### config.mk
export PLATFORM = sky130hd
export DESIGN_NAME = mem_router_flat
export DESIGN_NICKNAME = d
export VERILOG_FILES = /design/src/rtl/mem_router_if.sv /design/src/rtl/mem_router.sv /design/src/flat_wrapper.sv
export SDC_FILE = /design/constraint.sdc
export NUM_CORES = 1
export LEC_CHECK = 0
export CORE_AREA = 2 2 157 159
export CTS_CLUSTER_DIAMETER = 30
export DETAILED_ROUTE_END_ITERATION = 8
export DIE_AREA = 0 0 159 161
export SYNTH_ARGS = -nofsm -noshare
export SYNTH_HDL_FRONTEND = slang
export SYNTH_SLANG_ARGS = --single-unit
### constraint.sdc
create_clock -name i_clk -period 2.3 [get_ports i_clk]
set_input_delay 0.345 -clock i_clk [delete_from_list [all_inputs] [get_ports i_clk]]
set_output_delay 0.345 -clock i_clk [all_outputs]
set_load 0.01 [all_outputs]
### src/rtl/mem_router_if.sv
// mem_router_if: CPU data port plus slave-side bus of the memory router.
//
// Handshake: the master raises i_req with i_we/i_address/i_wdata; the router
// samples it only while idle (o_busy low) and later returns exactly one
// o_ack pulse, with o_err/o_rdata valid in that same cycle. On the slave
// side the router holds one bit of o_DV plus o_address/o_wdata/o_we stable
// until the selected slave pulses its bit of i_slave_ack. Acks from other
// slaves are ignored.
//
// Modports:
//   slave  - the router's view (consumes requests, drives responses/selects)
//   master - the environment's view (CPU and slaves together)
// o_state is a debug copy of the router FSM state (0 IDLE, 1 WAIT, 2 RESP, 3 ERR).
interface mem_router_if #(
  parameter int N_SLAVES = 7,
  parameter int ADDR_W   = 32,
  parameter int DATA_W   = 32
);
  logic                       i_req;
  logic                       i_we;
  logic [ADDR_W-1:0]          i_address;
  logic [DATA_W-1:0]          i_wdata;
  logic                       o_busy;
  logic                       o_ack;
  logic                       o_err;
  logic [DATA_W-1:0]          o_rdata;
  logic [N_SLAVES-1:0]        o_DV;
  logic [ADDR_W-1:0]          o_address;
  logic [DATA_W-1:0]          o_wdata;
  logic                       o_we;
  logic [N_SLAVES-1:0]        i_slave_ack;
  logic [N_SLAVES*DATA_W-1:0] i_slave_rdata;
  logic [1:0]                 o_state;

  modport slave (
    input  i_req, i_we, i_address, i_wdata, i_slave_ack, i_slave_rdata,
    output o_busy, o_ack, o_err, o_rdata, o_DV, o_address, o_wdata, o_we,
           o_state
  );

  modport master (
    output i_req, i_we, i_address, i_wdata, i_slave_ack, i_slave_rdata,
    input  o_busy, o_ack, o_err, o_rdata, o_DV, o_address, o_wdata, o_we,
           o_state
  );
endinterface

### src/rtl/mem_router.sv
// mem_router: registered address router from the CPU data port to N
// memory-mapped slaves, each owning a window [base, limit).
//
// Ports:
//   i_clk  - clock, all logic on the rising edge
//   i_rst  - synchronous active-high reset, aborts any transaction
//   bus    - mem_router_if.slave: CPU request/response and slave select bus
//
// A request latched in IDLE is decoded against every window (lowest index
// wins on overlap). A hit selects that slave until it acks (-> RESP) or the
// wait counter reaches TIMEOUT (-> ERR). A miss goes straight to ERR. RESP
// and ERR each last one cycle and produce the single o_ack pulse.
module mem_router #(
  parameter int N_SLAVES = 7,
  parameter int ADDR_W   = 32,
  parameter int DATA_W   = 32,
  parameter logic [N_SLAVES*ADDR_W-1:0] REGION_BASE = {
    32'h6000_0000, 32'h5000_0000, 32'h4000_0000, 32'h3000_0000,
    32'h2000_0000, 32'h1000_0000, 32'h0000_0000},
  parameter logic [N_SLAVES*ADDR_W-1:0] REGION_LIMIT = {
    32'h7000_0000, 32'h6000_0000, 32'h5000_0000, 32'h4000_0000,
    32'h3000_0000, 32'h2000_0000, 32'h0000_2000},
  parameter int TIMEOUT = 255
) (
  input logic         i_clk,
  input logic         i_rst,
  mem_router_if.slave bus
);

  localparam int CNT_W = (TIMEOUT < 1) ? 1 : $clog2(TIMEOUT + 1);
  localparam logic [CNT_W-1:0] TIMEOUT_C = CNT_W'(TIMEOUT);

  typedef enum logic [1:0] {
    ST_IDLE = 2'd0,
    ST_WAIT = 2'd1,
    ST_RESP = 2'd2,
    ST_ERR  = 2'd3
  } state_t;

  state_t              state_q;
  logic                busy_q;
  logic                ack_q;
  logic                err_q;
  logic [DATA_W-1:0]   rdata_q;
  logic [N_SLAVES-1:0] dv_q;
  logic [ADDR_W-1:0]   addr_q;
  logic [DATA_W-1:0]   wdata_q;
  logic                we_q;
  logic [CNT_W-1:0]    cnt_q;
  logic [CNT_W-1:0]    cnt_d;

  logic [N_SLAVES-1:0] dec_dv;
  logic                dec_hit;
  logic                sel_ack;
  logic [DATA_W-1:0]   sel_rdata;
  logic                timeout_hit;

  // Window decode of the incoming address. Scanning from the top index down
  // lets the lowest matching index overwrite the others, so dec_dv is
  // always one-hot or zero.
  always_comb begin
    dec_dv  = '0;
    dec_hit = 1'b0;
    for (int i = N_SLAVES - 1; i >= 0; i--) begin
      if ((bus.i_address >= REGION_BASE[i*ADDR_W +: ADDR_W]) &&
          (bus.i_address <  REGION_LIMIT[i*ADDR_W +: ADDR_W])) begin
        dec_dv  = N_SLAVES'(1) << i;
        dec_hit = 1'b1;
      end
    end
  end

  // Only the currently selected slave may complete the transaction.
  always_comb begin
    sel_rdata = '0;
    for (int i = 0; i < N_SLAVES; i++) begin
      if (dv_q[i]) begin
        sel_rdata = sel_rdata | bus.i_slave_rdata[i*DATA_W +: DATA_W];
      end
    end
  end

  assign sel_ack = |(bus.i_slave_ack & dv_q);

  // Saturating wait counter; cnt_d is the count including the current WAIT
  // cycle, so select stays high for exactly TIMEOUT cycles.
  assign cnt_d       = (cnt_q == {CNT_W{1'b1}}) ? cnt_q : cnt_q + 1'b1;
  assign timeout_hit = (TIMEOUT != 0) && (cnt_d >= TIMEOUT_C);

  always_ff @(posedge i_clk) begin
    if (i_rst) begin
      state_q <= ST_IDLE;
      busy_q  <= 1'b0;
      ack_q   <= 1'b0;
      err_q   <= 1'b0;
      rdata_q <= '0;
      dv_q    <= '0;
      addr_q  <= '0;
      wdata_q <= '0;
      we_q    <= 1'b0;
      cnt_q   <= '0;
    end else begin
      // Response outputs are single-cycle pulses unless set below.
      ack_q   <= 1'b0;
      err_q   <= 1'b0;
      rdata_q <= '0;
      case (state_q)
        ST_IDLE: begin
          if (bus.i_req) begin
            addr_q  <= bus.i_address;
            wdata_q <= bus.i_wdata;
            we_q    <= bus.i_we;
            busy_q  <= 1'b1;
            if (dec_hit) begin
              dv_q    <= dec_dv;
              cnt_q   <= '0;
              state_q <= ST_WAIT;
            end else begin
              ack_q   <= 1'b1;
              err_q   <= 1'b1;
              state_q <= ST_ERR;
            end
          end
        end
        ST_WAIT: begin
          // An ack on the timeout boundary still completes normally.
          if (sel_ack) begin
            rdata_q <= we_q ? '0 : sel_rdata;
            ack_q   <= 1'b1;
            dv_q    <= '0;
            state_q <= ST_RESP;
          end else if (timeout_hit) begin
            ack_q   <= 1'b1;
            err_q   <= 1'b1;
            dv_q    <= '0;
            state_q <= ST_ERR;
          end else begin
            cnt_q <= cnt_d;
          end
        end
        ST_RESP, ST_ERR: begin
          busy_q  <= 1'b0;
          state_q <= ST_IDLE;
        end
        default: begin
          busy_q  <= 1'b0;
          dv_q    <= '0;
          state_q <= ST_IDLE;
        end
      endcase
    end
  end

  assign bus.o_busy    = busy_q;
  assign bus.o_ack     = ack_q;
  assign bus.o_err     = err_q;
  assign bus.o_rdata   = rdata_q;
  assign bus.o_DV      = dv_q;
  assign bus.o_address = addr_q;
  assign bus.o_wdata   = wdata_q;
  assign bus.o_we      = we_q;
  assign bus.o_state   = state_q;

endmodule

### src/flat_wrapper.sv
// flat-port wrapper written by rule: the top's interface ports become plain ports
module mem_router_flat 
#(
  parameter int N_SLAVES = 7,
  parameter int ADDR_W   = 32,
  parameter int DATA_W   = 32,
  parameter logic [N_SLAVES*ADDR_W-1:0] REGION_BASE = {
    32'h6000_0000, 32'h5000_0000, 32'h4000_0000, 32'h3000_0000,
    32'h2000_0000, 32'h1000_0000, 32'h0000_0000},
  parameter logic [N_SLAVES*ADDR_W-1:0] REGION_LIMIT = {
    32'h7000_0000, 32'h6000_0000, 32'h5000_0000, 32'h4000_0000,
    32'h3000_0000, 32'h2000_0000, 32'h0000_2000},
  parameter int TIMEOUT = 255
)
  (i_clk, i_rst, bus_i_req, bus_i_we, bus_i_address, bus_i_wdata, bus_i_slave_ack, bus_i_slave_rdata, bus_o_busy, bus_o_ack, bus_o_err, bus_o_rdata, bus_o_DV, bus_o_address, bus_o_wdata, bus_o_we, bus_o_state);
  mem_router_if #(.N_SLAVES(N_SLAVES), .ADDR_W(ADDR_W), .DATA_W(DATA_W)) bus_i ();
  input logic i_clk;
  input logic i_rst;
  input wire logic [$bits(bus_i.i_req)-1:0] bus_i_req;
  input wire logic [$bits(bus_i.i_we)-1:0] bus_i_we;
  input wire logic [$bits(bus_i.i_address)-1:0] bus_i_address;
  input wire logic [$bits(bus_i.i_wdata)-1:0] bus_i_wdata;
  input wire logic [$bits(bus_i.i_slave_ack)-1:0] bus_i_slave_ack;
  input wire logic [$bits(bus_i.i_slave_rdata)-1:0] bus_i_slave_rdata;
  output wire logic [$bits(bus_i.o_busy)-1:0] bus_o_busy;
  output wire logic [$bits(bus_i.o_ack)-1:0] bus_o_ack;
  output wire logic [$bits(bus_i.o_err)-1:0] bus_o_err;
  output wire logic [$bits(bus_i.o_rdata)-1:0] bus_o_rdata;
  output wire logic [$bits(bus_i.o_DV)-1:0] bus_o_DV;
  output wire logic [$bits(bus_i.o_address)-1:0] bus_o_address;
  output wire logic [$bits(bus_i.o_wdata)-1:0] bus_o_wdata;
  output wire logic [$bits(bus_i.o_we)-1:0] bus_o_we;
  output wire logic [$bits(bus_i.o_state)-1:0] bus_o_state;
  assign bus_i.i_req = bus_i_req;
  assign bus_i.i_we = bus_i_we;
  assign bus_i.i_address = bus_i_address;
  assign bus_i.i_wdata = bus_i_wdata;
  assign bus_i.i_slave_ack = bus_i_slave_ack;
  assign bus_i.i_slave_rdata = bus_i_slave_rdata;
  assign bus_o_busy = bus_i.o_busy;
  assign bus_o_ack = bus_i.o_ack;
  assign bus_o_err = bus_i.o_err;
  assign bus_o_rdata = bus_i.o_rdata;
  assign bus_o_DV = bus_i.o_DV;
  assign bus_o_address = bus_i.o_address;
  assign bus_o_wdata = bus_i.o_wdata;
  assign bus_o_we = bus_i.o_we;
  assign bus_o_state = bus_i.o_state;
  mem_router #(.N_SLAVES(N_SLAVES), .ADDR_W(ADDR_W), .DATA_W(DATA_W), .REGION_BASE(REGION_BASE), .REGION_LIMIT(REGION_LIMIT), .TIMEOUT(TIMEOUT)) u_core (.i_clk(i_clk), .i_rst(i_rst), .bus(bus_i));
endmodule
# --- Word level (Yosys, flattened, before mapping) ---
# Cells that the tools add are included.
# Widths: inputs -> output; s select.
word_totals:
  regBits: 117
  latchBits: 0
  mem_bits_rw: 0
  romBits: 0
  inputBits: 299
  out_inout_bits: 109
  wordCells: 108
  n_memories: 0
op_classes:
  n_addsub: 1
  multipliers: 0
  n_div: 0
  magnitude_cmp: 15
  eq_ne: 9
  shifts: 0
  n_mux: 46
  bitwise_logic: 9
  reduce_logical: 18
op_table:
  columns: ["cell", "count"]
  rows:
  - ["$mux 32", 7]
  - ["$or 32x32->32", 6]
  - ["$lt 32x31->1 const B", 4]
  - ["$ge 32x31->1 const B", 3]
  - ["$mux 7", 11]
  - ["$ge 32x30->1 const B", 2]
  - ["$lt 32x30->1 const B", 2]
  - ["$mux 8", 5]
  - ["$ge 32x1->1 const B", 1]
  - ["$ge 32x29->1 const B", 1]
  - ["$lt 32x14->1 const B", 1]
  - ["$pmux 8 s2", 1]
  - ["$pmux 7 s2", 1]
  - ["$mux 1", 13]
  - ["$add 8x1->8 const B", 1]
  - ["$eq 8x8->1 const B", 1]
  - ["$ge 8x8->1 const B", 1]
  - ["$mux 2", 4]
  - ["$and 7x7->7", 1]
  - ["$logic_and 1x1->1", 7]
  - ["$reduce_or 7->1", 1]
  - ["$ne 2x2->1 const B", 3]
  - ["$pmux 1 s2", 3]
  - ["$pmux 2 s3", 1]
  - ["other kinds (12)", 17]

# --- Logic depth before layout (Yosys ltp) ---
# Gate-level depths: netlist (run 1).
depth:
  ltp_word: 13
  depth_mapped: 8
  ltp_nobuf: 7

# --- Worst setup path after synthesis (run 1) ---
# No wires, ideal clock.
synth_path:
  kind: "flip-flop to flip-flop"
  startpoint: "register u_core.cnt_q[0]"
  endpoint: "register u_core.dv_q[2], in the netlist u_core.bus.o_DV[2]"
  setup_time_ps: 117
  arrival_ps: 2071
  required_ps: 2183
  slack_ps: 112
  stages_incl_launch_ff: 9
  path_buffers: 1
  synth_period_minus_slack_ps: 2188
  path_cell_list: "dfxtp_1 -> ha_1 -> and3_1 -> clkbuf_1 -> a31oi_1 -> a2111oi_4 -> a211oi_2 -> o21bai_4 -> a22o_1"
synth_between:
  elab_chain_len: 5
  elab_cells_between_ends: 6
  classes_between: "add/sub (1); order compare (1); eq/ne (2); mux (1); reduce/logical (1)"
synth_lines:
  columns: ["item", "line_no", "text"]
  rows:
  - ["from (decl)", "mem_router.sv:49", "logic [CNT_W-1:0] cnt_q;"]
  - ["from (signal assigned)", "mem_router.sv:138", "cnt_q <= cnt_d;"]
  - ["$add 8x1->8 or $eq 8x8->1 (tied branches)", "mem_router.sv:87", "assign cnt_d = (cnt_q == {CNT_W{1'b1}}) ? cnt_q : cnt_q + 1'b1;"]
  - ["$mux 8 (*)", "mem_router.sv:87", null]
  - ["$ge 8x8->1 (*)", "mem_router.sv:88", "assign timeout_hit = (TIMEOUT != 0) && (cnt_d >= TIMEOUT_C);"]
  - ["$ne 3x1->1 (no line) (*)", null, null]
  - ["$reduce_and 4->1 (no line) (*)", null, null]
  - ["to (signal assigned)", "mem_router.sv:115", "dv_q <= dec_dv;"]
  - ["to (decl)", "mem_router.sv:45", "logic [N_SLAVES-1:0] dv_q;"]
# Every way passes the cells marked *; elsewhere a longest branch is shown, timed or not.
# A chain may end at the register's enable or synchronous reset.

# --- Final worst setup path (run 1) ---
layout_path:
  startpoint: "register u_core.cnt_q[1]"
  endpoint: "register u_core.dv_q[2], in the netlist u_core.bus.o_DV[2]"
# The elaborated chain is that of the path after synthesis.

==> run_results.csv, run 1 <==
group,metric,value,unit
layout,design_area,0.0103,mm^2
floorplan,die_x,159,um
power_and_ir_drop,powerDensity,568,mW/mm^2
power_and_ir_drop,p_sw,1.54,mW
sta,final_hold_viol_count,0,
global_routing,antenna_found_initial,8,
place,dp_hpwl,20.8,mm
layout,fin_nets,1318,
clock_tree,path_clk_slew,0.06,ns
run_status,status,"completed",
critical_path,reg2reg_depth,7,
synthesis,syn_area,0.00523,mm^2
sta,slew-limit-headroom,63.8,%
run,maxCapViolCount,0,
layout,final_core_util,43.1,%
sta,finClkSkew,0.00841,ns
synthesis,synthFlopType,"dfxtp_1",
detailed_routing,antenna_left,0,
hold_path,hold_depth,2,
power_and_ir_drop,p_sw_share,26.3,%
power_and_ir_drop,finalPower,5.87,mW
critical_path,cp_data_arrival_time,2.50,ns
synthesis,synth_top_area_share,44.8,%
synthesis,yosysTopAreaCell,"dfxtp_1",
power_and_ir_drop,intPower,4.32,mW
power_and_ir_drop,seqPwrFrac,36.7,%
synthesis,seq_area_frac_synth,44.8,%
clock_tree,ctsHoldBuffers,0,
detailed_routing,vias,6760,
floorplan,io_pins,408,
hold_path,hp-class,"input port to flip-flop",
sta,rsz0062_at_grt,"false",
layout,drive_gt1_share,7.86,%
sta,layout_min_cycle_time,2.21,ns
global_routing,grt_busiest_layer,"met2",
global_routing,grtUsageMet3,8.27,%
sta,worst_slack,0.0934,ns
clock_tree,cts_tree,"built",
critical_path,crit_type,"flip-flop to flip-flop",
detailed_routing,wl,27.7,mm
synthesis,netlist_instances,623,
synthesis,avgSynthCellArea,8.39,um^2
clock_tree,cts-root-buf,"clkbuf_16",
floorplan,num_rows,57,
clock_tree,cts.path.max_buffers,2,
sta,drv_slew,0,
critical_path,cp_max_fo,6,
synthesis,synth.area.top_cells,"dfxtp_1, nand2_1, a22oi_1",
place,dpl_cell_area,0.00973,mm^2
synthesis,yosysWarnings,0,
sta,finalCritPeriodShare,95.9,%
critical_path,worstPathRequired,2.59,ns
floorplan,initial_utilization,21.8,%
synthesis,ys_async_sr_fraction,0,%
critical_path,startpoint_type,"flip-flop",
clock_tree,cts_sinks,117,
global_routing,grt_pass1_wl,41.0,mm
detailed_routing,via_per_inst,4.97,
detailed_routing,drtIter0Drc,702,
synthesis,yosysMostFrequentCell,"nand2_1",
synthesis,synth_edf_count,0,
synthesis,ys_top_cells_by_count,"nand2_1, dfxtp_1, a21oi_1",
global_routing,grt_pass1_vias,6594,
clock_tree,cts_htree_levels,4,
sta,worst_pin_slew,0.543,ns
critical_path,worst_setup_path_end_kind,"flip-flop",
global_routing,grt_overflow,0,
synthesis,synth_seq_cells,117,
place,placed_cells,1322,
sta,fmax,453,MHz
power_and_ir_drop,clkPwrFrac,44.8,%
global_routing,grt_use_met1,25.1,%
floorplan,die_h,161,um
power_and_ir_drop,ir_worst_vdd,427,uV
global_routing,use_met2,33.9,%
power_and_ir_drop,power.leakage,3.51,nW
layout,syn_to_final_growth,97.6,%
detailed_routing,wl_per_cell,20.4,um
global_routing,grt_max_degree,75,
synthesis,syn-num-nets,923,
clock_tree,cts_made_buffers,17,
sta,setup_viol,0,
floorplan,dieArea,0.0256,mm^2
floorplan,coreArea,0.0240,mm^2
power_and_ir_drop,comb_power_share,18.5,%
place,gp_congestion,0.883,
place,port_buffers,407,
global_routing,track_usage,20.8,%
place,post-place-ws,-0.0767,ns
detailed_routing,dr.pass1.iters,6,
clock_tree,clk_latency,0.41,ns
detailed_routing,drc,0,
synthesis,yosysUniqueCellTypes,54,
layout,fin_cells,1361,
state kept, by name, indices dropped and copies added (netlist names), 2 cells and up:
name / cells
u_core.bus.o_DV: 7
u_core.bus.o_address: 32
u_core.bus.o_rdata: 32
u_core.bus.o_state: 2
u_core.bus.o_wdata: 32
u_core.cnt_q: 8
logic make-up after synthesis:
logic type                 share of synthesized area [%]
muxes                                              0.383
buffers and inverters                               5.14
DFF                                                 44.8
AOI/OAI and AO/OA                                   32.6
adders and majority gates                          0.239
and+or+nand+nor                                     16.8
repair_timing:
item	CTS	global route
gates resized for setup	0	3
setup endpoints to repair	0	4
setup buffers	0	1
layout by cell type, fill, tap and decap left out, drive strengths merged, types with 9 or more instances in the layout:
cell type | netlist | routed
clkbuf | 54 | 18
nor2 | 9 | 9
a22oi | 66 | 66
inv | 6 | 12
buf | 7 | 31
a21oi | 76 | 76
a31oi | 35 | 35
clkdlybuf4s50 | 0 | 406
dfxtp | 117 | 117
a222oi | 33 | 33
nand2 | 136 | 136
critical path: stages, from the launching register on:
cell and delay, ns:
dfxtp_1 0.34, buf_4 0.14, and4_2 0.30, a41oi_1 0.22, a2111oi_4 0.47, a211oi_2 0.16
o21bai_4 0.22, a22o_1 0.24
power by group through the flow:
| stage | clock (mW) | combinational, mW | sequential (mW) |
|---|---|---|---|
| after floorplan | 0 | 0.241 | 2.24 |
| after global placement | 0 | 1.08 | 2.20 |
| after detailed placement | 0 | 1.08 | 2.20 |
| after CTS | 2.71 | 1.09 | 2.15 |
| after global routing | 2.80 | 1.16 | 2.16 |
| final | 2.63 | 1.08 | 2.15 |
layout make-up:
type | instances | area, um^2
fillers | 2422 | 13600
repair buffers | 437 | 4340
inverters | 6 | 22.5
flip-flops and latches | 117 | 2350
clock inverters | 14 | 145
well taps | 324 | 405
diodes | 6 | 15.0
clock buffers | 18 | 429
multi-input cells | 439 | 2620
layer usage:
metal  wire, um  vias to the layer above  share of wire, %
met5         31                        -              0.11
met1      11300                     3210                41
met4        485                        4               1.7
met3       2770                       30                10
li1           -                     3154                 -
met2      13200                      362                47
final timing paths:
kind / from / to / slack (ns)
worst max-delay path: u_core.cnt_q[1] / u_core.bus.o_DV[2] / 0.09
worst min-delay path: i_rst / u_core.bus.o_address[17] / 0.27
worst max register to register: u_core.cnt_q[1] / u_core.bus.o_DV[2] / 0.09
worst min register to register: u_core.bus.o_wdata[2] / u_core.bus.o_wdata[2] / 0.45
metrics by stage:
stage / TNS (ns) / hold WS, ns
finish: 0 / 0.268
floorplan: 0 / 0.481
CTS: 0 / 0.253
detailed placement: -0.124 / 0.445
global route: 0 / 0.287
global placement: 0 / 0.441
Note: power is estimated with default switching activity, not from simulation.
==> run 2: changes to the inputs <==
--- a/config.mk
+++ b/config.mk
@@ -5,8 +5,10 @@
 export SDC_FILE = /design/constraint.sdc
 export NUM_CORES = 1
 export LEC_CHECK = 0
+export CAP_MARGIN = 20
 export CORE_AREA = 2 2 157 159
 export CTS_CLUSTER_DIAMETER = 30
+export CTS_CLUSTER_SIZE = 28
 export DETAILED_ROUTE_END_ITERATION = 8
 export DIE_AREA = 0 0 159 161
 export SYNTH_ARGS = -nofsm -noshare
==> results of run 2 <==
The final DEF is identical to that of run 1; final timing and power are the same.
